<file path="config.mk">
export PLATFORM = sky130hd
export DESIGN_NAME = cpu_bus_responder_flat
export DESIGN_NICKNAME = d
export VERILOG_FILES = /design/src/rtl/cpu_bus_responder_if.sv /design/src/rtl/cpu_bus_responder.sv /design/src/flat_wrapper.sv
export SDC_FILE = /design/constraint.sdc
export NUM_CORES = 1
export LEC_CHECK = 0
export CAP_MARGIN = 20
export CORE_MARGIN = 1.5
export CORE_UTILIZATION = 60
export CTS_BUF_LIST = sky130_fd_sc_hd__clkbuf_4
export DETAILED_ROUTE_END_ITERATION = 10
export HOLD_SLACK_MARGIN = 0.02
export MAX_ROUTING_LAYER = met4
export PLACE_DENSITY_LB_ADDON = 0.05
export SLEW_MARGIN = 25
export SYNTH_ARGS = -nofsm -noshare
export SYNTH_HDL_FRONTEND = slang
export SYNTH_SLANG_ARGS = --single-unit
export TNS_END_PERCENT = 100
</file>
<file path="constraint.sdc">
create_clock -name clk -period 3 [get_ports clk]
set_clock_uncertainty 0.15 [all_clocks]
set_input_delay 0.6 -clock clk [delete_from_list [all_inputs] [get_ports clk]]
set_output_delay 0.6 -clock clk [all_outputs]
set_load 0.03 [all_outputs]
</file>
<file path="src/rtl/cpu_bus_responder_if.sv">
// CPU memory-request bus plus the forwarded external bus, bundled for the responder.
// The responder sits on the slave side of both halves; the CPU/system side is the master.
interface cpu_bus_responder_if;
    logic [1:0]  t_cycle;
    logic        mem_enable;
    logic        mem_write;
    logic [15:0] mem_addr;
    logic [7:0]  mem_wdata;
    logic [7:0]  mem_rdata;
    logic        mem_wait;
    logic        ext_req;
    logic        ext_write;
    logic [15:0] ext_addr;
    logic [7:0]  ext_wdata;
    logic        ext_ack;
    logic [7:0]  ext_rdata;

    modport master (
        output t_cycle, mem_enable, mem_write, mem_addr, mem_wdata, ext_ack, ext_rdata,
        input  mem_rdata, mem_wait, ext_req, ext_write, ext_addr, ext_wdata
    );

    modport slave (
        input  t_cycle, mem_enable, mem_write, mem_addr, mem_wdata, ext_ack, ext_rdata,
        output mem_rdata, mem_wait, ext_req, ext_write, ext_addr, ext_wdata
    );
endinterface

</file>
<file path="src/rtl/cpu_bus_responder.sv">
// Memory-side responder: serves HRAM, IE and the boot-ROM disable register locally and
// forwards everything else to the external bus, stalling t_cycle at 3 until acknowledged.
module cpu_bus_responder #(
    parameter logic [15:0] HRAM_BASE  = 16'hFF80,
    parameter int unsigned HRAM_DEPTH = 127
) (
    input  logic                clk,
    input  logic                reset,
    cpu_bus_responder_if.slave  bus,
    output logic                boot_rom_mapped,
    output logic [7:0]          ie_reg
);

    localparam int unsigned IdxW = $clog2(HRAM_DEPTH);
    localparam logic [15:0] IeAddr   = 16'hFFFF;
    localparam logic [15:0] BootAddr = 16'hFF50;

    typedef enum logic [1:0] {StIdle, StInt, StExtWait} state_e;
    typedef enum logic [1:0] {TgtIe, TgtBoot, TgtHram, TgtExt} target_e;

    state_e      state_q, state_d;
    target_e     tgt_q, tgt_d;
    target_e     tgt_dec;
    logic [15:0] addr_q, addr_d;
    logic        write_q, write_d;
    logic [7:0]  wdata_q, wdata_d;
    logic [7:0]  rdata_q, rdata_d;
    logic        boot_q, boot_d;
    logic [7:0]  ie_q, ie_d;
    logic        ext_req_q, ext_req_d;
    logic        ext_write_q, ext_write_d;
    logic [15:0] ext_addr_q, ext_addr_d;
    logic [7:0]  ext_wdata_q, ext_wdata_d;

    logic [7:0]      hram_q [HRAM_DEPTH];
    logic            hram_we;
    logic [IdxW-1:0] hram_idx;
    logic            hram_hit;
    logic            capture;

    // Range check done in 32 bits so BASE+DEPTH cannot wrap.
    assign hram_hit = ({16'h0, bus.mem_addr} >= {16'h0, HRAM_BASE}) &&
                      ({16'h0, bus.mem_addr} < ({16'h0, HRAM_BASE} + HRAM_DEPTH));
    assign hram_idx = IdxW'(addr_q - HRAM_BASE);
    assign capture  = (state_q == StIdle) && (bus.t_cycle == 2'd1) && bus.mem_enable;

    always_comb begin
        tgt_dec = TgtExt;
        if (bus.mem_addr == IeAddr) begin
            tgt_dec = TgtIe;
        end else if (bus.mem_addr == BootAddr) begin
            tgt_dec = TgtBoot;
        end else if (hram_hit) begin
            tgt_dec = TgtHram;
        end
    end

    always_comb begin
        state_d     = state_q;
        tgt_d       = tgt_q;
        addr_d      = addr_q;
        write_d     = write_q;
        wdata_d     = wdata_q;
        rdata_d     = rdata_q;
        boot_d      = boot_q;
        ie_d        = ie_q;
        ext_req_d   = ext_req_q;
        ext_write_d = ext_write_q;
        ext_addr_d  = ext_addr_q;
        ext_wdata_d = ext_wdata_q;
        hram_we     = 1'b0;

        unique case (state_q)
            StIdle: begin
                if (capture) begin
                    tgt_d   = tgt_dec;
                    addr_d  = bus.mem_addr;
                    write_d = bus.mem_write;
                    wdata_d = bus.mem_wdata;
                    if (tgt_dec == TgtExt) begin
                        state_d     = StExtWait;
                        ext_req_d   = 1'b1;
                        ext_write_d = bus.mem_write;
                        ext_addr_d  = bus.mem_addr;
                        ext_wdata_d = bus.mem_wdata;
                    end else begin
                        state_d = StInt;
                    end
                end
            end
            StInt: begin
                unique case (tgt_q)
                    TgtIe: begin
                        if (write_q) ie_d = wdata_q;
                        else         rdata_d = ie_q;
                    end
                    TgtBoot: begin
                        // Disable is one-way: only a reset brings the overlay back.
                        if (write_q) begin
                            if (wdata_q != 8'h00) boot_d = 1'b0;
                        end else begin
                            rdata_d = 8'hFF;
                        end
                    end
                    TgtHram: begin
                        if (write_q) hram_we = 1'b1;
                        else         rdata_d = hram_q[hram_idx];
                    end
                    default: ;
                endcase
                state_d = StIdle;
            end
            StExtWait: begin
                if (bus.ext_ack) begin
                    ext_req_d = 1'b0;
                    if (!ext_write_q) rdata_d = bus.ext_rdata;
                    state_d = StIdle;
                end
            end
            default: state_d = StIdle;
        endcase
    end

    always_ff @(posedge clk) begin
        if (reset) begin
            state_q     <= StIdle;
            tgt_q       <= TgtExt;
            addr_q      <= 16'h0000;
            write_q     <= 1'b0;
            wdata_q     <= 8'h00;
            rdata_q     <= 8'hFF;
            boot_q      <= 1'b1;
            ie_q        <= 8'h00;
            ext_req_q   <= 1'b0;
            ext_write_q <= 1'b0;
            ext_addr_q  <= 16'h0000;
            ext_wdata_q <= 8'h00;
        end else begin
            state_q     <= state_d;
            tgt_q       <= tgt_d;
            addr_q      <= addr_d;
            write_q     <= write_d;
            wdata_q     <= wdata_d;
            rdata_q     <= rdata_d;
            boot_q      <= boot_d;
            ie_q        <= ie_d;
            ext_req_q   <= ext_req_d;
            ext_write_q <= ext_write_d;
            ext_addr_q  <= ext_addr_d;
            ext_wdata_q <= ext_wdata_d;
        end
    end

    // HRAM contents survive reset.
    always_ff @(posedge clk) begin
        if (hram_we) hram_q[hram_idx] <= wdata_q;
    end

    assign bus.mem_rdata  = rdata_q;
    assign bus.mem_wait   = (state_q == StExtWait) && (bus.t_cycle == 2'd3);
    assign bus.ext_req    = ext_req_q;
    assign bus.ext_write  = ext_write_q;
    assign bus.ext_addr   = ext_addr_q;
    assign bus.ext_wdata  = ext_wdata_q;
    assign boot_rom_mapped = boot_q;
    assign ie_reg          = ie_q;

endmodule

</file>
<file path="src/flat_wrapper.sv">
// flat-port wrapper written by rule: the top's interface ports become plain ports
module cpu_bus_responder_flat 
#(
    parameter logic [15:0] HRAM_BASE  = 16'hFF80,
    parameter int unsigned HRAM_DEPTH = 127
)
  (clk, reset, boot_rom_mapped, ie_reg, bus_t_cycle, bus_mem_enable, bus_mem_write, bus_mem_addr, bus_mem_wdata, bus_ext_ack, bus_ext_rdata, bus_mem_rdata, bus_mem_wait, bus_ext_req, bus_ext_write, bus_ext_addr, bus_ext_wdata);
  cpu_bus_responder_if bus_i ();
  input  logic clk;
  input  logic reset;
  output logic boot_rom_mapped;
  output logic [7:0] ie_reg;
  input wire logic [$bits(bus_i.t_cycle)-1:0] bus_t_cycle;
  input wire logic [$bits(bus_i.mem_enable)-1:0] bus_mem_enable;
  input wire logic [$bits(bus_i.mem_write)-1:0] bus_mem_write;
  input wire logic [$bits(bus_i.mem_addr)-1:0] bus_mem_addr;
  input wire logic [$bits(bus_i.mem_wdata)-1:0] bus_mem_wdata;
  input wire logic [$bits(bus_i.ext_ack)-1:0] bus_ext_ack;
  input wire logic [$bits(bus_i.ext_rdata)-1:0] bus_ext_rdata;
  output wire logic [$bits(bus_i.mem_rdata)-1:0] bus_mem_rdata;
  output wire logic [$bits(bus_i.mem_wait)-1:0] bus_mem_wait;
  output wire logic [$bits(bus_i.ext_req)-1:0] bus_ext_req;
  output wire logic [$bits(bus_i.ext_write)-1:0] bus_ext_write;
  output wire logic [$bits(bus_i.ext_addr)-1:0] bus_ext_addr;
  output wire logic [$bits(bus_i.ext_wdata)-1:0] bus_ext_wdata;
  assign bus_i.t_cycle = bus_t_cycle;
  assign bus_i.mem_enable = bus_mem_enable;
  assign bus_i.mem_write = bus_mem_write;
  assign bus_i.mem_addr = bus_mem_addr;
  assign bus_i.mem_wdata = bus_mem_wdata;
  assign bus_i.ext_ack = bus_ext_ack;
  assign bus_i.ext_rdata = bus_ext_rdata;
  assign bus_mem_rdata = bus_i.mem_rdata;
  assign bus_mem_wait = bus_i.mem_wait;
  assign bus_ext_req = bus_i.ext_req;
  assign bus_ext_write = bus_i.ext_write;
  assign bus_ext_addr = bus_i.ext_addr;
  assign bus_ext_wdata = bus_i.ext_wdata;
  cpu_bus_responder #(.HRAM_BASE(HRAM_BASE), .HRAM_DEPTH(HRAM_DEPTH)) u_core (.clk(clk), .reset(reset), .bus(bus_i), .boot_rom_mapped(boot_rom_mapped), .ie_reg(ie_reg));
endmodule
</file>
# --- Word-level counts from Yosys, hierarchy flattened ---
# Memories as Yosys holds them, arrays and structs flattened.
# Index checks and enable logic that the tools add are counted.
totals:
  ff_bits: 63
  mem_bits_rw: 1016
  input_bits: 39
  out_inout_bits: 44
  elab_cells: 72
  memories: 1
memory_table:
  columns: ["name", "depth", "word_bits", "rd", "rd_clocked_by_memory_dff", "write_ports", "line_no", "rtl"]
  rows:
  - ["u_core.hram_q", 127, 8, 1, 0, 1, "cpu_bus_responder.sv:35", "logic [7:0] hram_q [HRAM_DEPTH];"]
op_classes:
  n_addsub: 1
  n_lt_le_gt_ge: 2
  n_eq_ne: 17
  muxes: 23
  reduce_logical: 16
ops:
  columns: ["operator", "n"]
  rows:
  - ["$mux 8", 5]
  - ["$eq 16x16->1 const B", 2]
  - ["$pmux 8 s3", 1]
  - ["$ge 16x16->1 const B", 1]
  - ["$lt 16x16->1 const B", 1]
  - ["$pmux 8 s2", 1]
  - ["$mux 2", 5]
  - ["$mux 1", 9]
  - ["$ne 3x3->1 const B", 3]
  - ["$eq 2x2->1 const B", 4]
  - ["$reduce_and 4->1", 2]
  - ["$reduce_bool 8->1", 1]
  - ["$reduce_and 7->1", 1]
  - ["$sub 7x1->7 const B", 1]
  - ["$eq 2x1->1 const B", 3]
  - ["$ne 2x2->1 const B", 3]
  - ["$reduce_and 3->1", 2]
  - ["$logic_and 1x1->1", 4]
  - ["$logic_not 2->1", 2]
  - ["$ne 4x3->1 const B", 1]
  - ["$pmux 2 s2", 1]
  - ["$reduce_and 2->1", 2]
  - ["$reduce_bool 2->1", 2]
  - ["$ne 2x1->1 const B", 1]
  - ["$pmux 1 s2", 1]

# --- Depth between registers and ports, before layout ---
# Gate-level depths: netlist of run 1.
logic_depth:
  word_depth: 9
  mapped_depth: 11
  ltp_nobuf: 8

# --- Worst setup path before layout of run 1 ---
# No wires, ideal clock.
synth_timing:
  path_type: "register to register"
  from: "register u_core.wdata_q[5]"
  to: "register u_core.boot_q (netlist: u_core.boot_rom_mapped)"
  setup_time_ps: 114
  arrival_time_ps: 2442
  required_time_ps: 2736
  setup_slack_ps: 294
  stages_incl_launch_ff: 5
  synth_period_minus_slack_ps: 2706
  cell_sequence: "dfxtp_1 -> nor4_1 -> nand2_1 -> nand4_1 -> a21o_1"
synth_between:
  elab_chain_len: 2
synth_rtl:
  columns: ["item", "line_no", "rtl"]
  rows:
  - ["start: declaration", "cpu_bus_responder.sv:26", "logic [7:0] wdata_q, wdata_d;"]
  - ["start signal: assignment", "cpu_bus_responder.sv:143", "wdata_q <= wdata_d;"]
  - ["$reduce_bool 8->1", "cpu_bus_responder.sv:100", "if (wdata_q != 8'h00) boot_d = 1'b0;"]
  - ["$reduce_and 4->1 (no source line)", null, null]
  - ["end signal: assignment", "cpu_bus_responder.sv:145", "boot_q <= boot_d;"]
  - ["end: declaration", "cpu_bus_responder.sv:28", "logic boot_q, boot_d;"]
# Every way passes these cells.
# A chain may end at the register's enable or synchronous reset.

==> impl_metrics.toml, run 1 <==
[power]
p_leak_nw = 15.3
clock_power_share_pct = 40.6
irDropWorstVdd_mv = 0.516
p_sw_mw = 6.47
pwr-share-seq_pct = 55.4
p_int_mw = 23.4
finalPower_mw = 29.9
comb_power_share_pct = 4.0
power.density_cell_area_nw_per_um2 = 592
switching_share_pct = 21.6

[logic_synthesis]
synthMostInstantiatedCell = "sky130_fd_sc_hd__edfxtp_1"
synth_enable_flop_cells = 1016
synth-seq-area-share_pct = 74.4
syn-instance-count = 2480
yosysWarningCount = 0
asyncSetResetFlopFracSynth_pct = 0
synth_largest_area_cell = "sky130_fd_sc_hd__edfxtp_1"
synthesis.area_sq_um = 42900
synth.cells.most_frequent = "sky130_fd_sc_hd__edfxtp_1 (1016), sky130_fd_sc_hd__mux2i_1 (280), sky130_fd_sc_hd__nand2_1 (195)"
syn_nets = 2525
ys_top_cells_by_area = "sky130_fd_sc_hd__edfxtp_1 (71%), sky130_fd_sc_hd__mux2i_1 (6.5%), sky130_fd_sc_hd__mux4_2 (6.1%)"
netlist.area_leader.share_pct = 71.2
ys_types = 52
syn_area_cell_sq_um = 17.3
synth-main-ff-cell = "sky130_fd_sc_hd__edfxtp_1"
ys_seq_elements = 1086

[floorplanning]
core-area_sq_um = 70400
floorplan.initialDensity_pct = 60.9
floorplan.die_area_sq_um = 73100
die_y_microns = 270
ioPinCount = 83
placementRows = 97
chipWidth_microns = 270

[worst_hold_path]
hold_path_class = "input pin to flip-flop"
holdPathEnd = "u_core.bus.ext_req"
hold_start = "bus_ext_ack"
min_path_cells = 3

[critical_path]
critical_path_depth = 9
critical-path-slowest-cell = "sky130_fd_sc_hd__a2111oi_0"
cp-end-kind = "flip-flop"
critical_path.most_common_cell = "sky130_fd_sc_hd__buf_4"
rr_worst_depth = 9
critical_setup_path_class = "flip-flop to flip-flop"
timing.critical_path.fanout_max = 13
buffer_and_inverter_count_on_the_worst_path = 3
cp_top_family = "compound AO/OA/AOI/OAI gates"
path_cells = "buf_12 -> buf_4 -> and2_1 -> buf_4 -> a21oi_1 -> a31oi_1 -> a2111oi_0 -> o311a_1 -> a2111o_1"
regToRegSetupSlack_ns = -0.005
critPathLaunchType = "flip-flop"
critical-path-max-stage-delay_ns = 0.89
worst_ep_arrival_time_ns = 3.88
worstPathRequired_ns = 3.88
crit-reg2reg-capture = "u_core.bus.mem_rdata[7]"

[global_routing]
grt_start_max_net_pins = 96
globalRouteMet3Util_pct = 7.04
global_route.usage.met2_pct = 46.8
grt_most_used_layer = "met2"
globalRouteOverflowTotal = 0
antenna_found_initial = 6
grt_pass1_wl_mm = 161
grt.met1_usage_pct = 43.2
grt_pass1_vias = 25500
grt_util_all_layers_pct = 31.2

[sta]
final_max_slew_viol_count = 0
setup_viol = 1
tightest_slew_ns = 1.02
tns_setup_ns = -0.00488
fin_crit_sh_pct = 100
finalHoldViolations = 0
slew_headroom_pct = 31.9
final_period_minus_worst_setup_slack_ns = 3.00
clock.fmax_mhz = 333
worst_slack_ns = -0.00488
fin_hold_ws_ns = 0.113

[clock_tree]
cts.reportedPaths.clkPinSlew_ns = 0.07
clock_tree.buffer_depth = 4
ctsRootBufferMaster = "sky130_fd_sc_hd__clkbuf_4"
cts-htree-levels = 5
tritoncts_buffers = 289
tritoncts = "built"
clock_sinks = 1086
insertion_delay_ns = 1.12

[detailed_routing]
routedWlPerCell_microns = 26.3
routed_wire_length_mm = 109
dr_total_vias = 25300
drc = 0
drt_first_iter_violations = 2961
first_pass_iters = 6
route.antenna.remaining_nets = 0
drt-vias-per-instance = 6.09

[layout]
registers.top_by_ff_count = "u_core.hram_q"
layout.filler_cells = 4658
drive_above_1_share_pct = 27.8
largest_register_ff_count = 1016
syn_to_layout_area_delta_pct = 17.8
post-route-cell-area_sq_um = 50500
final_nets = 3078

[placement]
placed_cell_area_sq_um = 46700
half_perimeter_wire_length_after_detailed_placement_mm = 69.5
gp_routability_congestion = 1.05
detailedPlace.worstSlack_ns = -0.0455
portBuffers = 82

[run_status]
violations = "negative setup slack"
outcome = "finished, violations left"

[flow_run]
max_cap_viol_count = 0
[stage by stage]
stage / cells / util, %
after global placement: 3654 / 66.3
after detailed placement: 3654 / 66.3
final: 4160 / 71.8
after floorplan: 2480 / -
after global routing: 4160 / 71.8
after CTS: 4151 / 71.5
[layout make-up]
type,count,area (sq um),share of cell area [%]
Clock inverter,63,317,0.627
Inverter,9,33.8,0.0669
Sequential cell,1086,32000,63.3
Multi-Input combinational cell,1247,10300,20.4
Tap cell,940,1180,2.33
Clock buffer,411,3090,6.11
Timing Repair Buffer,400,3650,7.22
Antenna cell,4,10.0,0.0198
[cell families after synthesis]
group           Yosys count  share of synthesized area, %
compound gates          352                          5.70
fa+ha+maj                 6                         0.175
buf+inv                 147                          1.85
flops                  1086                          74.4
simple gates            481                          4.78
mux                     408                          13.1
[layer usage]
metal | up-vias | part of all wire, %
met5 | - | 0
met2 | 1310 | 48
li1 | 11100 | -
met1 | 12700 | 41
met4 | 0 | 2.3
met3 | 172 | 9.2
[cell usage in the layout (no fill, tap or decap), types with 12 or more instances in the layout]
master,count
sky130_fd_sc_hd__dlygate4sd3_1,23
sky130_fd_sc_hd__dfxtp_1,56
sky130_fd_sc_hd__o21ai_0,25
sky130_fd_sc_hd__nor2_1,174
sky130_fd_sc_hd__a22o_1,24
sky130_fd_sc_hd__clkdlybuf4s50_1,59
sky130_fd_sc_hd__a2111oi_0,12
sky130_fd_sc_hd__buf_4,264
sky130_fd_sc_hd__mux4_2,117
sky130_fd_sc_hd__a21oi_1,99
sky130_fd_sc_hd__a31oi_1,24
sky130_fd_sc_hd__nand3_1,28
sky130_fd_sc_hd__buf_12,23
sky130_fd_sc_hd__nand2b_1,12
sky130_fd_sc_hd__dlygate4sd2_1,17
sky130_fd_sc_hd__a22oi_1,81
sky130_fd_sc_hd__clkbuf_4,411
sky130_fd_sc_hd__clkinv_1,56
sky130_fd_sc_hd__mux2i_1,278
sky130_fd_sc_hd__nor2b_1,20
sky130_fd_sc_hd__edfxtp_1,1016
sky130_fd_sc_hd__nand2_1,195
sky130_fd_sc_hd__a221oi_2,12
[power groups by stage]
stage | combinational (mW) | clock [mW] | sequential [mW]
2_1_floorplan | 0.553 | 0 | 17.0
3_3_place_gp | 1.13 | 0 | 16.9
3_5_place_dp | 1.14 | 0 | 16.9
4_1_cts | 1.16 | 12.4 | 16.6
5_1_grt | 1.25 | 13.2 | 16.6
6_report | 1.19 | 12.1 | 16.6
[repair_timing]
item,4_1_cts,5_1_grt
endpoints found under the hold margin,47,0
buffers inserted,0,3
setup endpoints to repair,23,20
pin swaps,0,3
resized for setup,31,29
hold buffers,23,0
gates cloned,0,2
[how the worst max path moves through the flow]
stage	start	end
floorplan	u_core.wdata_q[5]	u_core.boot_rom_mapped
global placement	flip-flop	u_core.bus.mem_rdata[0]
detailed placement	flip-flop	u_core.bus.mem_rdata[0]
CTS	u_core.bus.ext_addr[11]	bus_ext_addr[11]
global route	u_core.bus.ext_addr[8]	bus_ext_addr[8]
finish	flip-flop	u_core.bus.mem_rdata[7]
[worst reg2reg max path, stage by stage, from the launching register on]
cell and delay, ns:
sky130_fd_sc_hd__dfxtp_4 0.39, sky130_fd_sc_hd__buf_12 0.17, sky130_fd_sc_hd__buf_4 0.19, sky130_fd_sc_hd__and2_1 0.16
sky130_fd_sc_hd__buf_4 0.16, sky130_fd_sc_hd__a21oi_1 0.26, sky130_fd_sc_hd__a31oi_1 0.14, sky130_fd_sc_hd__a2111oi_0 0.89
sky130_fd_sc_hd__o311a_1 0.31, sky130_fd_sc_hd__a2111o_1 0.10
Power figures use the tool's default switching activity.
==> run 2: changes to the inputs <==
- RECOVER_POWER: default -> 25
- clock period: 3 -> 3.15 ns (I/O delays scaled with it)
==> impl_metrics.toml, run 2 (synthesized netlist as in run 1, its figures left out) <==
[global_routing]
grt_pass1_vias = 25000
grt_util_all_layers_pct = 31.0
antenna_found_initial = 3
globalRouteOverflowTotal = 0
grt_start_max_net_pins = 106
grt_pass1_wl_mm = 160

[critical_path]
worst_ep_arrival_time_ns = 3.96
worstPathRequired_ns = 3.99
rr_worst_depth = 8
critPathLaunchType = "flip-flop"
timing.critical_path.fanout_max = 55
cp-end-kind = "flip-flop"
critical_setup_path_class = "flip-flop to flip-flop"

[layout]
largest_register_ff_count = 1016
final_common_cell = "sky130_fd_sc_hd__edfxtp_1"
area.sequential_sq_um = 31900
final_nets = 3038
registers.top_by_ff_count = "u_core.hram_q"
top_library_cells_by_usage_in_the_layout_fill_and_taps_aside = "sky130_fd_sc_hd__edfxtp_1 (1016), sky130_fd_sc_hd__clkbuf_4 (404), sky130_fd_sc_hd__mux2i_1 (280)"
syn_to_layout_area_delta_pct = 16.5
multi_input_area_sq_um = 10200
finish.utilization_pct = 70.9
layout.filler_cells = 4712
drive_above_1_share_pct = 26.2

[detailed_routing]
dr_total_vias = 25400
drt-vias-per-instance = 6.18
route.antenna.remaining_nets = 0
drt_first_iter_violations = 3024
first_pass_iters = 6
routedWlPerCell_microns = 26.5
drc = 0
routed_wire_length_mm = 109

[power]
p_int_mw = 22.2
comb_power_share_pct = 3.9
p_sw_mw = 6.19
irDropWorstVdd_mv = 0.388
p_leak_nw = 15.0
pwr-share-seq_pct = 55.6
finalPower_mw = 28.4
switching_share_pct = 21.8
power.density_cell_area_nw_per_um2 = 569
clock_power_share_pct = 40.5

[floorplanning]
ioPinCount = 83
placementRows = 97
core-area_sq_um = 70400
floorplan.die_area_sq_um = 73100
die_y_microns = 270
chipWidth_microns = 270
floorplan.initialDensity_pct = 60.9

[clock_tree]
cts-htree-levels = 5
tritoncts_buffers = 286
ctsRootBufferMaster = "sky130_fd_sc_hd__clkbuf_4"
clock_sinks = 1086
insertion_delay_ns = 1.10
cts.reportedPaths.clkPinSlew_ns = 0.07
clock_tree.buffer_depth = 4
tritoncts = "built"

[sta]
setup_viol = 0
worst_slack_ns = 0.0305
fin_crit_sh_pct = 99.0
final_period_minus_worst_setup_slack_ns = 3.12
grt_setup_unrepaired = "no"
finalHoldViolations = 0
final_max_slew_viol_count = 246
clock.fmax_mhz = 321
tightest_slew_ns = 2.56
slew_headroom_pct = -70.5

[placement]
gp_routability_congestion = 1.07
detailedPlace.worstSlack_ns = 0.0935
portBuffers = 82
half_perimeter_wire_length_after_detailed_placement_mm = 68.7

[run_status]
violations = "max-capacitance violations, max-slew violations"
outcome = "finished, violations left"

[worst_hold_path]
hold_path_class = "input pin to flip-flop"
min_path_cells = 3

[flow_run]
max_cap_viol_count = 5
## run 2: cell types whose count changed in the layout (fill, tap and decap cells not counted), sizes merged, moves of 2 or more
cell           change
dlygate4sd2        -8
clkinv             -2
clkbuf             -6
inv                +3
clkdlybuf4s50      +9
buf               -40
## run 2: area by class of cell
cell class / count / area share, %
sequential: 1086 / 63.9
multi-input combinational: 1247 / 20.4
timing repair buffer: 363 / 6.50
clock buffer: 403 / 6.06
tap: 940 / 2.36
clock inverter: 64 / 0.664
inverter: 9 / 0.0677
antenna: 4 / 0.0200
## run 2: final timing paths
path                                start                 endpoint  slack [ns]
hold reg to reg   u_core.bus.ext_wdata[7]  u_core.bus.ext_wdata[7]        0.31
setup / recovery                flip-flop  u_core.bus.mem_rdata[5]        0.03
hold / removal                bus_ext_ack       u_core.bus.ext_req        0.13
setup reg to reg                flip-flop  u_core.bus.mem_rdata[5]        0.03
## run 2: what timing repair did
action                     CTS  global route
hold buffers                24             0
hold endpoints to repair    50             0
setup endpoints to repair   10            11
gates resized for setup     13            12
buffers inserted             0             6
## run 2: per-stage QoR
stage / hold WS [ns] / std cells / area (sq um) / TNS (ns)
after floorplan: 0.314 / 2480 / 42900 / 0
final: 0.125 / 4116 / 49900 / 0
after global placement: 0.293 / 3615 / 46300 / -0.142
after detailed placement: 0.301 / 3615 / 46300 / 0
after CTS: 0.0213 / 4106 / 49900 / -0.0889
after global routing: 0.0565 / 4116 / 49900 / 0
## run 2: power groups by stage
| stage | Combinational (mW) | Clock (mW) | Sequential, mW |
|---|---|---|---|
| after floorplan | 0.527 | 0 | 16.2 |
| after global placement | 1.05 | 0 | 16.1 |
| after detailed placement | 1.06 | 0 | 16.1 |
| after CTS | 1.08 | 11.7 | 15.8 |
| after global routing | 1.15 | 12.5 | 15.8 |
| final | 1.10 | 11.5 | 15.8 |
## run 2: worst max-delay path, cell delays in order, from the launching register on
cell	delay (ns)
sky130_fd_sc_hd__dfxtp_4	0.53
sky130_fd_sc_hd__buf_12	0.36
sky130_fd_sc_hd__buf_4	0.26
sky130_fd_sc_hd__nand2_1	0.07
sky130_fd_sc_hd__o211ai_1	0.08
sky130_fd_sc_hd__o21ai_0	0.14
sky130_fd_sc_hd__a2111oi_1	1.01
sky130_fd_sc_hd__o311a_1	0.24
sky130_fd_sc_hd__a2111o_1	0.09
## run 2: per-layer routing
| layer | wire length [microns] | GRT usage, % | part of all wire [%] |
|---|---|---|---|
| met1 | 44200 | 42.7 | 41 |
| met2 | 51600 | 45.6 | 47 |
| met3 | 10100 | 7.45 | 9.3 |
| met4 | 3190 | 10.8 | 2.9 |
| met5 | 0 | - | 0 |
==> run 3: changes to the inputs <==
--- a/config.mk
+++ b/config.mk
@@ -16,3 +16,3 @@
 export RECOVER_POWER = 25
-export SLEW_MARGIN = 25
+export SLEW_MARGIN = 20
 export SYNTH_ARGS = -nofsm -noshare
--- a/constraint.sdc
+++ b/constraint.sdc
@@ -4,2 +4,2 @@
 set_output_delay 0.63 -clock clk [all_outputs]
-set_load 0.03 [all_outputs]
+set_load 0.02 [all_outputs]
==> impl_metrics.toml, run 3 (synthesized netlist as in run 1, its figures left out) <==
[detailed_routing]
routedWlPerCell_microns = 26.4
routed_wire_length_mm = 109
dr_total_vias = 25300
drt-vias-per-instance = 6.16
drc = 0
route.antenna.remaining_nets = 0
first_pass_iters = 8
drt_first_iter_violations = 3075

[floorplanning]
floorplan.initialDensity_pct = 60.9
die_y_microns = 270
floorplan.die_area_sq_um = 73100
placementRows = 97
ioPinCount = 83
chipWidth_microns = 270
core-area_sq_um = 70400

[sta]
clock.fmax_mhz = 319
tightest_slew_ns = 2.55
finalHoldViolations = 0
final_max_slew_viol_count = 246
slew_headroom_pct = -69.9
setup_viol = 0
fin_crit_sh_pct = 99.7
final_period_minus_worst_setup_slack_ns = 3.14
grt_setup_unrepaired = "no"

[layout]
syn_to_layout_area_delta_pct = 16.6
final_nets = 3038
layout.filler_cells = 4713
final_common_cell = "sky130_fd_sc_hd__edfxtp_1"
post-route-cell-area_sq_um = 50000
registers.top_by_ff_count = "u_core.hram_q"
drive_above_1_share_pct = 26.5
largest_register_ff_count = 1016
finalNonFillerCells = 4114
top_library_cells_by_usage_in_the_layout_fill_and_taps_aside = "sky130_fd_sc_hd__edfxtp_1 (1016), sky130_fd_sc_hd__clkbuf_4 (409), sky130_fd_sc_hd__mux2i_1 (280)"

[global_routing]
grt_util_all_layers_pct = 30.8
grt_pass1_vias = 25100
antenna_found_initial = 1
globalRouteOverflowTotal = 0
grt_start_max_net_pins = 106
grt_pass1_wl_mm = 159

[placement]
place.detailed.instances = 3615
gp_routability_congestion = 1.07
half_perimeter_wire_length_after_detailed_placement_mm = 68.8
portBuffers = 82
placed_cell_area_sq_um = 46300

[power]
p_leak_nw = 14.9
irDropWorstVdd_mv = 0.387
power.density_cell_area_nw_per_um2 = 567

[critical_path]
worstPathRequired_ns = 3.99
timing.critical_path.fanout_max = 55
regToRegSetupSlack_ns = 0.01
path_cells = "buf_12 -> buf_4 -> nand2_1 -> o211ai_1 -> o21ai_0 -> a2111oi_1 -> o311a_1 -> a2111o_1"
rr_worst_depth = 8
crit-reg2reg-capture = "u_core.bus.mem_rdata[5]"
cp-end-kind = "flip-flop"
critical-path-max-stage-delay_ns = 1.00
crit_end = "u_core.bus.mem_rdata[5]"
critical_setup_path_class = "flip-flop to flip-flop"
critPathLaunchType = "flip-flop"
critical-path-slowest-cell = "sky130_fd_sc_hd__a2111oi_1"
worst_ep_arrival_time_ns = 3.97

[worst_hold_path]
hold_path_class = "input pin to flip-flop"
min_path_cells = 3

[clock_tree]
clock_tree.buffer_depth = 4
tritoncts_buffers = 285
insertion_delay_ns = 1.11
cts-htree-levels = 5
tritoncts = "built"
clock_sinks = 1086
ctsRootBufferMaster = "sky130_fd_sc_hd__clkbuf_4"
cts.reportedPaths.clkPinSlew_ns = 0.07

[run_status]
violations = "max-capacitance violations, max-slew violations"
outcome = "finished, violations left"

[flow_run]
max_cap_viol_count = 5
## run 3: timing repair
action | in CTS | in global routing
setup endpoints to repair | 10 | 9
cloned | 0 | 1
gates resized for setup | 14 | 11
hold buffers | 25 | 0
hold endpoints to repair | 52 | 0
setup buffers | 0 | 5
## run 3: worst min path at each step
| stage | from | to | slack, ns |
|---|---|---|---|
| CTS | bus_ext_ack | u_core.bus.ext_req | 0.05 |
| finish | bus_ext_ack | u_core.bus.ext_req | 0.14 |
| global route | bus_ext_ack | u_core.bus.ext_req | 0.1 |
| floorplan | u_core.addr_q[1] | flip-flop | 0.31 |
| detailed placement | u_core.bus.ext_wdata[7] | u_core.bus.ext_wdata[7] | 0.30 |
| global placement | u_core.bus.ext_wdata[4] | u_core.bus.ext_wdata[4] | 0.29 |
## run 3: per-stage QoR
step / setup TNS, ns / power (mW) / utilization, % / setup WS, ns / hold WS (ns)
finish: 0 / 28.3 / 71.0 / 0.0109 / 0.144
global route: 0 / 29.4 / 71.0 / 0.00677 / 0.0955
CTS: 0 / 28.5 / 70.9 / 0.00656 / 0.0454
detailed placement: 0 / 17.1 / 65.8 / 0.0119 / 0.301
global placement: -0.142 / 17.1 / 65.8 / -0.142 / 0.293
floorplan: 0 / 16.7 / - / 0.444 / 0.314
## run 3: report_power, final
part / internal [mW] / switching [mW]
registers: 15.7 / 0.104
logic: 0.431 / 0.656
clock network: 6.08 / 5.38
## run 3: area by class of cell
type	instances	area [sq um]	area share (%)
inverter	9	33.8	0.0676
clock buffer	409	3070	6.14
timing repair buffer	364	3300	6.61
antenna	3	7.51	0.0150
sequential	1086	31900	63.9
clock inverter	56	268	0.536
tap	940	1180	2.35
multi-input combinational	1247	10200	20.4
## run 3: metal layers
metal	vias to the layer above	GRT usage, %	part of all wire (%)
met2	1371	45.5	47
met1	12700	42.5	40
met3	229	6.70	9.4
met5	-	-	0
li1	11000	-	-
met4	0	11.7	2.9
## run 3: critical path, delay by kind of cell (launching register included)
family	cells	cell delay, ns
flops	1	0.53
simple gates	1	0.07
buf+inv	2	0.62
compound gates	5	1.57
